[config.mk]
export PLATFORM = sky130hd
export DESIGN_NAME = dual_chan_edge_counter_flat
export DESIGN_NICKNAME = d
export VERILOG_FILES = /design/src/rtl/dual_chan_edge_counter_pkg.sv /design/src/rtl/dual_chan_edge_counter_if.sv /design/src/rtl/dual_chan_edge_counter_sync_edge_det.sv /design/src/rtl/dual_chan_edge_counter.sv /design/src/flat_wrapper.sv
export SDC_FILE = /design/constraint.sdc
export NUM_CORES = 1
export LEC_CHECK = 0
export BUFFER_PORTS_ARGS = -buffer_cell sky130_fd_sc_hd__buf_4
export CAP_MARGIN = 20
export CORE_ASPECT_RATIO = 0.7
export CORE_MARGIN = 3
export CORE_UTILIZATION = 62
export CTS_CLUSTER_DIAMETER = 30
export DETAILED_ROUTE_END_ITERATION = 8
export GPL_TIMING_DRIVEN = 0
export MAX_ROUTING_LAYER = met4
export PLACE_DENSITY = 0.86
export SKIP_LAST_GASP = 1
export SLEW_MARGIN = 30
export SYNTH_ARGS = -nofsm -noshare
export SYNTH_HDL_FRONTEND = slang
export SYNTH_SLANG_ARGS = --single-unit
export TNS_END_PERCENT = 1
[constraint.sdc]
create_clock -name clk -period 2.2 [get_ports clk]
set_input_delay 0.66 -clock clk [delete_from_list [all_inputs] [get_ports clk]]
set_output_delay 0.66 -clock clk [all_outputs]
set_load 0.03 [all_outputs]
[src/rtl/dual_chan_edge_counter_pkg.sv]
// Shared types and defaults for the dual-channel edge counter.
// Holds the readout FSM encoding and the default counter and synchronizer sizes.
package dual_chan_edge_counter_pkg;

    localparam int DEF_CNT_W       = 8;
    localparam int DEF_SYNC_STAGES = 2;

    typedef enum logic [1:0] {
        IDLE  = 2'd0,
        SEND0 = 2'd1,
        SEND1 = 2'd2
    } rd_state_t;

endpackage

[src/rtl/dual_chan_edge_counter_if.sv]
// Readout handshake bundle: request/ready from the consumer, beat payload back.
// The master side is the counter block that produces the beats.
interface dual_chan_edge_counter_if
    import dual_chan_edge_counter_pkg::*;
#(
    parameter int CNT_W = DEF_CNT_W
) ();

    logic             rd_req;
    logic             rd_ready;
    logic             rd_valid;
    logic             rd_chan;
    logic [CNT_W-1:0] rd_data;
    logic             rd_ovf;
    logic             busy;

    modport master (
        input  rd_req,
        input  rd_ready,
        output rd_valid,
        output rd_chan,
        output rd_data,
        output rd_ovf,
        output busy
    );

    modport slave (
        output rd_req,
        output rd_ready,
        input  rd_valid,
        input  rd_chan,
        input  rd_data,
        input  rd_ovf,
        input  busy
    );

endinterface

[src/rtl/dual_chan_edge_counter_sync_edge_det.sv]
// Multi-flop synchronizer for one asynchronous line plus a one-cycle rising-edge pulse.
// History clears to 0, so a line held high through reset yields one pulse afterwards.
module sync_edge_det #(
    parameter int SYNC_STAGES = 2
) (
    input  logic clk,
    input  logic rst_n,
    input  logic din,
    output logic rise
);

    logic [SYNC_STAGES-1:0] sync_reg;
    logic                   prev_reg;

    always_ff @(posedge clk) begin
        if (!rst_n) begin
            sync_reg <= '0;
            prev_reg <= 1'b0;
        end else begin
            sync_reg <= {sync_reg[SYNC_STAGES-2:0], din};
            prev_reg <= sync_reg[SYNC_STAGES-1];
        end
    end

    assign rise = sync_reg[SYNC_STAGES-1] & ~prev_reg;

endmodule

[src/rtl/dual_chan_edge_counter.sv]
// Counts rising edges on two asynchronous channel lines with sticky saturation flags,
// and returns a snapshot of both channels as two valid/ready beats (channel 0 first).
module dual_chan_edge_counter
    import dual_chan_edge_counter_pkg::*;
#(
    parameter int CNT_W       = DEF_CNT_W,
    parameter int SYNC_STAGES = DEF_SYNC_STAGES
) (
    input  logic                    clk,
    input  logic                    rst_n,
    input  logic                    ch0_in,
    input  logic                    ch1_in,
    input  logic                    clr,
    dual_chan_edge_counter_if.master rd
);

    localparam logic [CNT_W-1:0] CNT_MAX = '1;

    rd_state_t          state_reg;
    rd_state_t          state_next;
    logic               snap_take;
    logic [1:0]         ch_line;
    wire  [1:0]         rise;
    wire  [2*CNT_W-1:0] snap_data;
    wire  [1:0]         snap_ovf;
    logic [CNT_W-1:0]   beat_data;
    logic               beat_ovf;

    assign ch_line = {ch1_in, ch0_in};

    genvar gi;
    generate
        for (gi = 0; gi < 2; gi++) begin : g_chan
            logic [CNT_W-1:0] cnt_reg;
            logic [CNT_W-1:0] cnt_upd;
            logic [CNT_W-1:0] snap_reg;
            logic             ovf_reg;
            logic             ovf_upd;
            logic             snap_ovf_reg;

            sync_edge_det #(
                .SYNC_STAGES(SYNC_STAGES)
            ) u_sync (
                .clk  (clk),
                .rst_n(rst_n),
                .din  (ch_line[gi]),
                .rise (rise[gi])
            );

            // Post-update view of the counter; the snapshot captures this so a
            // rise coincident with the request is not lost.
            always_comb begin
                cnt_upd = cnt_reg;
                ovf_upd = ovf_reg;
                if (rise[gi]) begin
                    if (cnt_reg == CNT_MAX) begin
                        ovf_upd = 1'b1;
                    end else begin
                        cnt_upd = cnt_reg + 1'b1;
                    end
                end
            end

            always_ff @(posedge clk) begin
                if (!rst_n) begin
                    cnt_reg      <= '0;
                    ovf_reg      <= 1'b0;
                    snap_reg     <= '0;
                    snap_ovf_reg <= 1'b0;
                end else begin
                    if (snap_take || clr) begin
                        cnt_reg <= '0;
                        ovf_reg <= 1'b0;
                    end else begin
                        cnt_reg <= cnt_upd;
                        ovf_reg <= ovf_upd;
                    end
                    if (snap_take) begin
                        snap_reg     <= cnt_upd;
                        snap_ovf_reg <= ovf_upd;
                    end
                end
            end

            assign snap_data[gi*CNT_W +: CNT_W] = snap_reg;
            assign snap_ovf[gi]                 = snap_ovf_reg;
        end
    endgenerate

    always_ff @(posedge clk) begin
        if (!rst_n) begin
            state_reg <= IDLE;
        end else begin
            state_reg <= state_next;
        end
    end

    always_comb begin
        state_next = state_reg;
        snap_take  = 1'b0;
        beat_data  = '0;
        beat_ovf   = 1'b0;
        unique case (state_reg)
            IDLE: begin
                if (rd.rd_req) begin
                    snap_take  = 1'b1;
                    state_next = SEND0;
                end
            end
            SEND0: begin
                beat_data = snap_data[0 +: CNT_W];
                beat_ovf  = snap_ovf[0];
                if (rd.rd_ready) begin
                    state_next = SEND1;
                end
            end
            SEND1: begin
                beat_data = snap_data[CNT_W +: CNT_W];
                beat_ovf  = snap_ovf[1];
                if (rd.rd_ready) begin
                    state_next = IDLE;
                end
            end
            default: begin
                state_next = IDLE;
            end
        endcase
    end

    // Beat outputs decode only the state and snapshot registers, so they hold
    // steady across a stall.
    assign rd.busy     = (state_reg == SEND0) || (state_reg == SEND1);
    assign rd.rd_valid = (state_reg == SEND0) || (state_reg == SEND1);
    assign rd.rd_chan  = (state_reg == SEND1);
    assign rd.rd_data  = beat_data;
    assign rd.rd_ovf   = beat_ovf;

endmodule

[src/flat_wrapper.sv]
// flat-port wrapper written by rule: the top's interface ports become plain ports
module dual_chan_edge_counter_flat import dual_chan_edge_counter_pkg::*;
#(
    parameter int CNT_W       = DEF_CNT_W,
    parameter int SYNC_STAGES = DEF_SYNC_STAGES
)
  (clk, rst_n, ch0_in, ch1_in, clr, rd_rd_req, rd_rd_ready, rd_rd_valid, rd_rd_chan, rd_rd_data, rd_rd_ovf, rd_busy);
  dual_chan_edge_counter_if #(.CNT_W(CNT_W)) rd_i ();
  input  logic clk;
  input  logic rst_n;
  input  logic ch0_in;
  input  logic ch1_in;
  input  logic clr;
  input wire logic [$bits(rd_i.rd_req)-1:0] rd_rd_req;
  input wire logic [$bits(rd_i.rd_ready)-1:0] rd_rd_ready;
  output wire logic [$bits(rd_i.rd_valid)-1:0] rd_rd_valid;
  output wire logic [$bits(rd_i.rd_chan)-1:0] rd_rd_chan;
  output wire logic [$bits(rd_i.rd_data)-1:0] rd_rd_data;
  output wire logic [$bits(rd_i.rd_ovf)-1:0] rd_rd_ovf;
  output wire logic [$bits(rd_i.busy)-1:0] rd_busy;
  assign rd_i.rd_req = rd_rd_req;
  assign rd_i.rd_ready = rd_rd_ready;
  assign rd_rd_valid = rd_i.rd_valid;
  assign rd_rd_chan = rd_i.rd_chan;
  assign rd_rd_data = rd_i.rd_data;
  assign rd_rd_ovf = rd_i.rd_ovf;
  assign rd_busy = rd_i.busy;
  dual_chan_edge_counter #(.CNT_W(CNT_W), .SYNC_STAGES(SYNC_STAGES)) u_core (.clk(clk), .rst_n(rst_n), .ch0_in(ch0_in), .ch1_in(ch1_in), .clr(clr), .rd(rd_i));
endmodule
== Word level (Yosys, flattened, before mapping) ==
Cells that the tools add are included.
Word-level totals
  flip-flop bits (word level): 44
  input bits: 7
  logic and storage cells: 48
Operators by class
  add/subtract/negate cells: 2
  equality and inequality tests: 7
  multiplexer cells: 16
  bitwise operators: 5
  reductions and logical operators: 5
Operators by type and width (number)
  2-to-1 mux 8 bit: 4
  adder 8 x 1 -> 8 bit, second input constant: 2
  == test 8 bit, second input constant: 2
  one-hot mux 8 bit (2 select lines): 1
  2-to-1 mux 1 bit: 6
  2-to-1 mux 2 bit: 3
  != test 2 bit, second input constant: 3
  one-hot mux 2 bit (3 select lines): 1
  inverter 1 bit: 3
  AND reduction 3 bit: 1
  bitwise AND 1 bit: 2
  == test 2 x 1 -> 1 bit, second input constant: 1
  == test 2 bit, second input constant: 1
  logical NOT 2 bit: 1
  logical OR 1 bit: 2
  one-hot mux 1 bit (2 select lines): 1
  OR reduction 2 bit: 1

== Depth between registers and ports, before layout ==
Gate-level depths: netlist (run 1).
  depth after elaboration: 4
  mapped depth: 7
  mapped depth without buffers: 6

== Modules after synthesis ==
A second synthesis (run 1) with hierarchy kept.
Unflattened totals
  cell total of the unflattened synthesis: 206
  area total of the unflattened synthesis: 1929.4 um^2
By module, submodules not included
  dual_chan_edge_counter: instances 1, cells each 192, area each 1744.2 um^2, sequential area each 760.7 um^2
  sync_edge_det: instances 2, cells each 7, area each 92.6 um^2, sequential area each 60.1 um^2

== Least setup slack after synthesis (run 1) ==
No wires, ideal clock.
  path type: register to output
  start point: reg u_core.state_reg[0]
  end point: out rd_rd_data[0]
  arrival: 1.519 ns
  data required time: 1.540 ns
  slack: 0.021 ns
  stages on the path, launching flop included: 6
  path buffers: 1
  cells stage by stage: dfxtp_1 inv_1 ha_1 buf_2 a22oi_1 nor2b_1
On the way
  cells in the longest elaborated chain, start to end: 2
  elaborated cells on any way between the ends: 3
  those cells by class: eq/ne (2); mux (1)
RTL lines
  from (decl): RTL line dual_chan_edge_counter.sv:19  | rd_state_t state_reg;
  from (signal assigned): RTL line dual_chan_edge_counter.sv:94  | state_reg <= state_next;
  == test 2 bit
  net rd_rd_chan: RTL line flat_wrapper.sv:17  | output wire logic [$bits(rd_i.rd_chan)-1:0] rd_rd_chan;
  one-hot mux 8 bit (2 select lines): RTL line dual_chan_edge_counter.sv:103  | unique case (state_reg)
  to (decl): RTL line flat_wrapper.sv:18  | output wire logic [$bits(rd_i.rd_data)-1:0] rd_rd_data;
The timed path passes the listed nets, and every way through them passes these cells.

== Worst setup path after layout (run 1) ==
  start point: reg u_core.state_reg[0]
  end point: out rd_rd_data[7]
On the way
  cells in the longest elaborated chain, start to end: 2
  elaborated cells on any way between the ends: 3
  those cells by class: eq/ne (2); mux (1)
RTL lines (RTL line)
  == test 2 bit / == test 2 x 1 -> 1 bit (equally long branches): dual_chan_edge_counter.sv:103
  one-hot mux 8 bit (2 select lines) (*): dual_chan_edge_counter.sv:103
Mark *: on every way between the ends. The rest lies on a longest branch, timed or not.

==> results of run 1 <==
==> cell usage in the layout, fill, tap and decap left out, types with 2 or more instances in the layout <==
master	Yosys	layout
buf_4	1	21
nand2_1	22	22
a31oi_1	2	2
nor2b_1	12	12
a22oi_2	0	5
buf_6	2	4
a21oi_1	3	3
and2_1	7	7
nand2b_1	3	3
nand4_1	4	4
xor2_1	2	2
and4_1	2	2
inv_2	0	2
o21ai_1	4	4
o31ai_1	4	4
mux2i_1	8	8
o21ai_0	14	14
and3_1	6	6
dfxtp_1	44	42
ha_4	0	3
nand3_1	2	2
a22oi_1	9	4
clkbuf_8	0	7
ha_1	7	4
nor2_1	18	18
nor3_1	7	7
inv_1	6	4
==> final cells by class <==
type,instances,area share
sequential,44,0.385
timing repair buffer,20,0.0653
inverter,6,0.00979
clock buffer,7,0.0419
multi-input combinational,154,0.452
buffer,7,0.0267
tap,36,0.0196
==> layer usage <==
layer	wire length, um	global-route usage	vias to the layer above
li1	-	-	803
met2	2110	0.397	93
met5	0	-	-
met4	81	0.135	0
met1	2100	0.327	789
met3	440	0.0670	10
==> where the power goes <==
part | switching (mW) | internal (mW) | leakage (nW)
Combinational | 0.325 | 0.248 | 0.465
Sequential | 0.0269 | 0.821 | 0.357
Clock | 0.255 | 0.279 | 0.0503
Total | 0.607 | 1.35 | 0.872
==> worst reg2reg max path: stages, from the launching register on <==
cell      delay [ns]
dfxtp_1         0.40
ha_1            0.25
nand3b_1        0.20
nor2_1          0.21
o311ai_0        0.24
a32o_1          0.31
==> logic make-up after synthesis <==
kind of cell             after synthesis  synth area share
AO/OA/AOI/OAI                         44             0.156
XOR/XNOR                               2           0.00909
adder cells (fa/ha/maj)                7            0.0454
buffers and inverters                 13            0.0370
flip-flops                            44             0.457
multiplexers                           8            0.0415
AND/OR/NAND/NOR                       93             0.254
==> worst paths after layout <==
kind                            slack (ns)  cells after the start                                   to
worst min-delay path                  0.44                      1  u_core.g_chan[0].u_sync.sync_reg[1]
worst max-delay path                  0.02                      6                        rd_rd_data[7]
worst max register to register        0.50                      5         u_core.g_chan[0].snap_reg[4]
worst min register to register        0.44                      1  u_core.g_chan[0].u_sync.sync_reg[1]
==> metrics by stage <==
step	hold WS [ns]	worst slack, ns	setup TNS, ns
CTS	0.444	0.0106	0
finish	0.441	0.0232	0
floorplan	0.412	0.0207	0
detailed placement	0.434	0.227	0
global route	0.468	-0.0111	-0.0227
global placement	0.418	0.279	0
==> what timing repair did <==
action,4_1_cts,5_1_grt
pin swaps,0,0
resized for setup,9,15
cloned,0,2
setup endpoints to repair,10,9
==> key figures, run 1 <==
Worst setup path
  – Critical Path AT: 1.52 ns
  – Top cell by count, worst path: buf_4
  – R2R Path Start: u_core.g_chan[0].cnt_reg[0]
  – Critical setup path kind: reg -> out
  – Buf/Inv on CP: 3
  – Slowest cell on crit path: dfxtp_2
  – Top delay family on crit path: buffers and inverters
  – Critical path endpoint category: output port
  – Worst-path cell chain: inv_2 -> ha_4 -> buf_4 -> a22oi_1 -> nor2b_1 -> buf_4
  – Critical Path Fanout Max: 5
  – Critical Path Source: u_core.state_reg[0]
  – Crit path largest cell delay: ~0.40 ns
  – Setup crit start kind: flop
  – Critical Path RT: 1.54 ns

Clocking
  – Clock sink count: 44
  – Hold_buf cts: 0
  – Clock root cell: clkbuf_8
  – H-tree depth: 2
  – Setup bufs post-CTS: 0
  – Clock transition at path regs: 0.07 ns
  – Worst skew pair latency: roughly 0.3 ns
  – CTS max path bufs: 2
  – CTS Buf Count: 5
  – CTS tree: done

STA
  – Layout Skew: ~0.0047 ns
  – # setup viols final: 0
  – FMAX: roughly 460 MHz
  – Tcrit/Tclk final: 0.989
  – Least-Margin Pin Slew: 0.548 ns
  – Hold Violations, Final: 0
  – Slew headroom: 0.630
  – Crit path time final: 2.18 ns
  – Max Slew Vio Count: 0

Place
  – GPL Wtd Cong: 0.882
  – Placed Area: 2110 sq um
  – Input/output buffers: 18
  – HPWL Detailed: around 3200 um
  – Placed Cells: 265

Drt
  – TritonRoute pass-1 iters: 4
  – Remaining DRCs: 0
  – DR WL/cell: 17.3 um
  – Final wirelength: 4740 um
  – Post-detailed-route count of antenna-violating nets: 0
  – DR vias: roughly 1.7k
  – DRT iter0 DRCs: 151
  – Vias/cell: between 6 and 7

GRT
  – Initial antenna violation count: 0
  – Grt total ovfl: 0
  – Vias in the first global route: 1561
  – First-pass GRT wire length: 7330 um
  – GRT Util Overall: 0.263
  – Largest net degree at the start of global routing: 13

Floorplanning
  – Die H: 52.7 um
  – Die ar.: 3830 sq um
  – IO Pins: 19
  – Rows: 16
  – Initial Utilization: 0.669
  – Die width: 72.7 um
  – Core Region: 2880 sq um

Logic synthesis
  – Top post-synthesis cells by count: 44 x dfxtp_1, 22 x nand2_1, 18 x nor2_1
  – Synth top area share: 0.457
  – Syn Std Cell Area: 1930 sq um
  – Syn_nets: 225
  – Post-synth top area cell: dfxtp_1
  – Post-synthesis sequential area ratio: 0.457
  – Synth top area cells: dfxtp_1 46%, ha_1 4.5%, nand2_1 4.3%
  – Synth unique cells: 43
  – Main flop type after synthesis: dfxtp_1
  – FF+latch count, synth: 44
  – Fraction of registers with async set/reset: 0
  – Post-synth EDFFs: 0
  – Post-Synthesis Cells: 211
  – Top-count cell post-synth: dfxtp_1
  – Synth Area per Inst: approximately 9.1 sq um
  – Syn. warnings: 0

Cells and area
  – Share of post-route cells with drive strength above 1: 0.214
  – Layout Cells excl Fill: 274
  – Area of the multi-input gates: 1040 sq um
  – Area grow syn2layout: 19.3%
  – Post-layout net count: 252
  – Finished Cell Area: between 2000 and 2500 sq um
  – Antenna fix cells: 0
  – Util after Layout: 0.798
  – Fillcell total: 184
  – FF/Latch Area: 886 sq um

Power
  – P_leak: slightly below 0.9 nW
  – Total power: 1.95 mW
  – PwrDens: 850 nW/um^2
  – Peak VDD IR: 573 uV

Flow run
  – # Max-Cap Violations: 0

Worst hold path
  – Class of the worst hold path: reg -> reg
  – Hold_sp: u_core.g_chan[0].u_sync.sync_reg[0]

Run status
  – Status: finished, final reports clean
Note: power is estimated with default switching activity, not from simulation.
==> run 2: changes to the inputs <==
--- a/config.mk
+++ b/config.mk
@@ -15,6 +15,7 @@
 export GPL_TIMING_DRIVEN = 0
 export MAX_ROUTING_LAYER = met4
 export PLACE_DENSITY = 0.86
+export SETUP_SLACK_MARGIN = 0.1
 export SKIP_LAST_GASP = 1
 export SLEW_MARGIN = 30
 export SYNTH_ARGS = -nofsm -noshare
==> run 2 against run 1 <==
Effect of this change:
- fmax increased by 1.7%
- highest routed layer unchanged
- clock power increased by 14%
- power increased by 5.7%
- core utilization increased by 1.9 points
- die area unchanged
- critical endpoint is now rd_rd_data[2]
- non-clock buffer count increased by 1
- combinational power increased by 5.9%
- flip-flop and latch count unchanged
- global-route usage increased by 2.0 points
==> key figures, run 2 (same netlist as run 1, synthesis figures left out) <==
Run status
  – Status: finished, final reports clean

Place
  – Setup WS pre-CTS: between 0.2 and 0.25 ns
  – GPL Wtd Cong: 0.838
  – Placed Area: between 2000 and 2500 sq um
  – Input/output buffers: 18
  – HPWL Detailed: between 3000 and 4000 um

Clocking
  – CTS Buf Count: 5
  – Clock transition at path regs: 0.08 ns
  – CTS tree: done
  – Worst skew pair latency: 0.30 ns
  – Clock root cell: clkbuf_8
  – Clock sink count: 44
  – H-tree depth: 2
  – CTS max path bufs: 2

Worst setup path
  – R2R Path Start: u_core.g_chan[1].cnt_reg[0]
  – Critical path endpoint category: output port
  – Setup crit start kind: flop
  – FF-to-FF path depth: 5
  – Critical Path AT: 1.48 ns
  – Worst-path cell chain: buf_6 -> ha_4 -> buf_6 -> a22oi_2 -> nor2b_1 -> buf_4
  – Top cell by count, worst path: buf_6
  – Critical Path RT: 1.54 ns
  – R2R setup slack: 0.53 ns
  – Worst R2R End: u_core.g_chan[1].snap_reg[1]
  – Critical Path Fanout Max: 5
  – Crit path largest cell delay: 0.38 ns
  – Slowest cell on crit path: dfxtp_4
  – Critical setup path kind: reg -> out

Power
  – Total power: between 2 and 2.5 mW
  – PwrDens: ~900 nW/um^2
  – Peak VDD IR: between 500 and 600 uV
  – P_leak: 0.888 nW

STA
  – Fin worst setup slack: around 0.06 ns
  – # setup viols final: 0
  – Crit path time final: 2.14 ns
  – RSZ-0062 raised after global routing: true
  – Hold Violations, Final: 0
  – Least-Margin Pin Slew: 0.569 ns
  – Max Slew Vio Count: 0
  – Tcrit/Tclk final: 0.973
  – Slew headroom: 0.616
  – FMAX: 467 MHz
  – Layout Skew: 0.00617 ns
  – Hold slack final: between 0.4 and 0.5 ns

GRT
  – Grt total ovfl: 0
  – First-pass GRT wire length: just under 8000 um
  – Largest net degree at the start of global routing: 14
  – GRT Util Overall: 0.283
  – Vias in the first global route: around 1.7k
  – Initial antenna violation count: 0

Drt
  – Final wirelength: 4860 um
  – DR WL/cell: 17.6 um
  – TritonRoute pass-1 iters: 5
  – Vias/cell: 6.14
  – DR vias: 1696
  – Remaining DRCs: 0
  – DRT iter0 DRCs: 135
  – Post-detailed-route count of antenna-violating nets: 0

Cells and area
  – Most common cell after layout, fill and taps aside: dfxtp_1
  – Share of post-route cells with drive strength above 1: 0.229
  – Area grow syn2layout: 22.1%
  – Antenna fix cells: 0
  – Commonest non-fill, non-tap cells in the layout: 42 x dfxtp_1, 22 x nand2_1, 18 x nor2_1, 18 x buf_4, 14 x o21ai_0
  – Area of the multi-input gates: 1050 sq um
  – Fillcell total: around 190
  – FF/Latch Area: 888 sq um
  – Post-layout net count: 253
  – Util after Layout: 0.816
  – Finished Cell Area: 2350 sq um

Floorplanning
  – Die ar.: 3830 sq um
  – Rows: 16
  – Die width: a little over 70 um
  – Die H: between 50 and 60 um
  – Initial Utilization: 0.669
  – IO Pins: 19
  – Core Region: 2880 sq um

Flow run
  – # Max-Cap Violations: 0

Worst hold path
  – Hold EP: u_core.g_chan[1].u_sync.sync_reg[1]
  – Hold path depth: 1
  – Class of the worst hold path: reg -> reg
  – Hold_sp: u_core.g_chan[1].u_sync.sync_reg[0]
[run 2: worst max path at each step]
stage / startpoint / endpoint / slack [ns] / depth (start not counted)
2_1_floorplan: u_core.state_reg[0] / rd_rd_data[1] / 0.02 / 5
3_3_place_gp: u_core.state_reg[0] / rd_rd_data[5] / 0.28 / 4
3_5_place_dp: u_core.state_reg[0] / rd_rd_data[5] / 0.21 / 4
4_1_cts: u_core.state_reg[1] / rd_rd_data[5] / 0.09 / 6
5_1_grt: u_core.state_reg[1] / rd_rd_data[2] / -0.008 / 6
6_report: u_core.state_reg[1] / rd_rd_data[2] / 0.06 / 6
[run 2: power by group]
group	internal, mW	total (mW)	switching (mW)
combinational	0.270	0.606	0.336
sequential	0.824	0.853	0.0297
clock	0.337	0.608	0.271
total	1.43	2.07	0.636
[run 2: routing by layer]
metal	share of wire	global-route usage	vias up
li1	-	-	804
met1	0.46	0.363	816
met2	0.46	0.442	66
met3	0.066	0.0747	10
met4	0.014	0.0859	0
met5	0	-	-
[run 2: layout make-up]
cell class,instances,share of cell area
Timing Repair Buffer,21,0.0734
Clock inverter,2,0.0149
Buffer,7,0.0260
Inverter,6,0.0117
Multi-Input combinational cell,154,0.447
Sequential cell,44,0.377
Clock buffer,6,0.0308
Tap cell,36,0.0191
[run 2: stage by stage]
step	instances	setup TNS (ns)
2_1_floorplan	211	0
3_3_place_gp	265	0
3_5_place_dp	265	0
4_1_cts	276	0
5_1_grt	276	-0.00812
6_report	276	0
[run 2: what timing repair did]
item,in CTS,in global routing
gates cloned,2,0
pin swaps,2,1
resized for setup,26,5
buffers inserted,1,0
hold buffers,0,0
endpoints found under the setup margin,11,9
[run 2: critical path, delay by kind of cell, from the launching register on]
family          cells  cell delay (ns)
fa+ha+maj           1             0.16
compound gates      1             0.06
flops               1             0.38
buf+inv             3             0.41
simple gates        1             0.16
==> run 3: changes to the inputs <==
--- a/config.mk
+++ b/config.mk
@@ -15,7 +15,7 @@
 export GPL_TIMING_DRIVEN = 0
 export MAX_ROUTING_LAYER = met4
 export PLACE_DENSITY = 0.86
-export SETUP_SLACK_MARGIN = 0.1
+export SETUP_SLACK_MARGIN = 0.4
 export SKIP_LAST_GASP = 1
 export SLEW_MARGIN = 30
 export SYNTH_ARGS = -nofsm -noshare
==> run 3 against run 2 <==
Effect of this change:
- global-route usage grew 0.96 points
- non-clock buffer count unchanged
- worst setup slack better by 0.0059 ns
- clock-buffer cell count is 2 higher
- die area unchanged
- critical endpoint unchanged
- highest routed layer unchanged
==> key figures, run 3 (same netlist as run 1, synthesis figures left out) <==
Cells and area
  – Util after Layout: 0.835
  – Area of the multi-input gates: 1130 sq um
  – FF/Latch Area: slightly below 900 sq um
  – Layout Cells excl Fill: 276
  – Share of post-route cells with drive strength above 1: 0.267
  – Antenna fix cells: 0
  – Most common cell after layout, fill and taps aside: dfxtp_1
  – Commonest non-fill, non-tap cells in the layout: 42 x dfxtp_1, 22 x nand2_1, 19 x buf_4
  – Fillcell total: 164
  – Post-layout net count: 253
  – Area grow syn2layout: 24.9%
  – Finished Cell Area: between 2000 and 2500 sq um

Run status
  – Status: finished, final reports clean

STA
  – Crit path time final: 2.13 ns
  – Hold slack final: 0.457 ns
  – Slew headroom: 0.659
  – FMAX: 468 MHz
  – RSZ-0062 raised after global routing: true
  – Setup TNS: 0 ns
  – Hold Violations, Final: 0
  – Fin worst setup slack: ~0.065 ns
  – Tcrit/Tclk final: 0.970
  – Max Slew Vio Count: 0
  – # setup viols final: 0
  – Layout Skew: 0.00306 ns
  – Least-Margin Pin Slew: 0.505 ns

Power
  – Comb pwr share: 0.329
  – PwrDens: about 850 nW/um^2
  – Peak VDD IR: 471 uV
  – Clk pwr share: 0.254
  – P_sw: 638 uW
  – Internal: 1.40 mW
  – Switch share: 0.313
  – P_leak: 0.899 nW
  – Total power: 2.03 mW
  – Flop pwr share: 0.418

Drt
  – DR vias: approximately 1.8k
  – Remaining DRCs: 0
  – Post-detailed-route count of antenna-violating nets: 0
  – Top layer in use: met4
  – Final wirelength: roughly 5000 um
  – Met2 WL: 2270 um
  – Vias/cell: 6.41
  – DRT iter0 DRCs: 158
  – DR WL/cell: 18.1 um
  – DR WL met3: 515 um
  – TritonRoute pass-1 iters: 5
  – M1 wire length: 2030 um

Floorplanning
  – Initial Utilization: 0.669
  – Die H: 52.7 um
  – Core Region: 2880 sq um
  – Die width: 72.7 um
  – Die ar.: 3830 sq um
  – IO Pins: 19
  – Rows: 16

Worst setup path
  – R2R setup slack: between 0.5 and 0.6 ns
  – Worst R2R End: u_core.g_chan[1].snap_reg[6]
  – Critical Path AT: 1.47 ns
  – Critical setup path kind: reg -> out
  – R2R Path Start: u_core.state_reg[0]
  – FF-to-FF path depth: 5
  – Critical Path RT: roughly 1.5 ns
  – Critical Path Fanout Max: 5
  – Critical path endpoint category: output port
  – Setup crit start kind: flop

Place
  – GPL Wtd Cong: 0.846
  – Setup WS pre-CTS: 0.0694 ns
  – Placed Area: between 2000 and 2500 sq um
  – HPWL Detailed: 3180 um
  – Input/output buffers: 18
  – Placed Cells: approximately 270

Clocking
  – Hold_buf cts: 0
  – H-tree depth: 2
  – CTS max path bufs: 2
  – Worst skew pair latency: ~0.3 ns
  – CTS tree: done
  – CTS Buf Count: 5
  – Clock transition at path regs: 0.08 ns
  – Clock root cell: clkbuf_8
  – Clock sink count: 44

GRT
  – Initial antenna violation count: 0
  – Largest net degree at the start of global routing: 13
  – Grt total ovfl: 0
  – GRT Util Overall: 0.293
  – Vias in the first global route: 1770
  – First-pass GRT wire length: 8220 um

Worst hold path
  – Class of the worst hold path: reg -> reg
  – Hold_sp: u_core.g_chan[1].u_sync.sync_reg[0]
  – Hold EP: u_core.g_chan[1].u_sync.sync_reg[1]
  – Hold path depth: 1

Flow run
  – # Max-Cap Violations: 0
==> run 3: cell count changes in the layout (fill, tap and decap cells not counted), moves of 2 or more <==
cell / delta
inv_4: -2
nor2b_4: +9
nor2b_1: -8
a22oi_2: +2
a22oi_1: -2
==> run 3: critical path: stages, from the launching register on <==
cell and delay [ns]:
dfxtp_4 0.39, inv_6 0.05, ha_4 0.16, buf_6 0.14, a22oi_2 0.21, nor2b_4 0.06, buf_4 0.17
==> run 3: worst max-delay path by stage <==
stage | cells past startpoint | endpoint | startpoint
finish | 6 | rd_rd_data[2] | u_core.state_reg[1]
global route | 6 | rd_rd_data[3] | u_core.state_reg[1]
CTS | 6 | rd_rd_ovf | u_core.state_reg[1]
detailed placement | 6 | rd_rd_ovf | u_core.state_reg[1]
global placement | 6 | rd_rd_data[2] | u_core.state_reg[1]
floorplan | 5 | rd_rd_data[0] | u_core.state_reg[1]
==> run 3: layout make-up <==
type,count,share of cell area
tap,36,0.0187
multi-input combinational,154,0.468
timing repair buffer,21,0.0702
buffer,7,0.0255
inverter,6,0.0114
sequential,44,0.369
clock buffer,8,0.0374
==> run 3: what timing repair did <==
| action | 4_1_cts | 5_1_grt |
|---|---|---|
| gates cloned | 1 | 0 |
| pin swaps | 7 | 3 |
| setup endpoints to repair | 11 | 11 |
| gates resized for setup | 24 | 2 |
| setup buffers | 2 | 0 |
==> run 3: power groups by stage <==
stage	sequential, mW	clock, mW	combinational (mW)
6_report	0.850	0.516	0.669
2_1_floorplan	0.850	0	0.419
3_3_place_gp	0.853	0	0.515
3_5_place_dp	0.855	0	0.543
4_1_cts	0.848	0.517	0.648
5_1_grt	0.853	0.554	0.691
==> run 3: metal layers <==
layer,vias to the layer above,global-route usage
li1,801,-
met1,826,0.347
met2,117,0.469
met3,24,0.0690
met4,0,0.150
met5,-,-
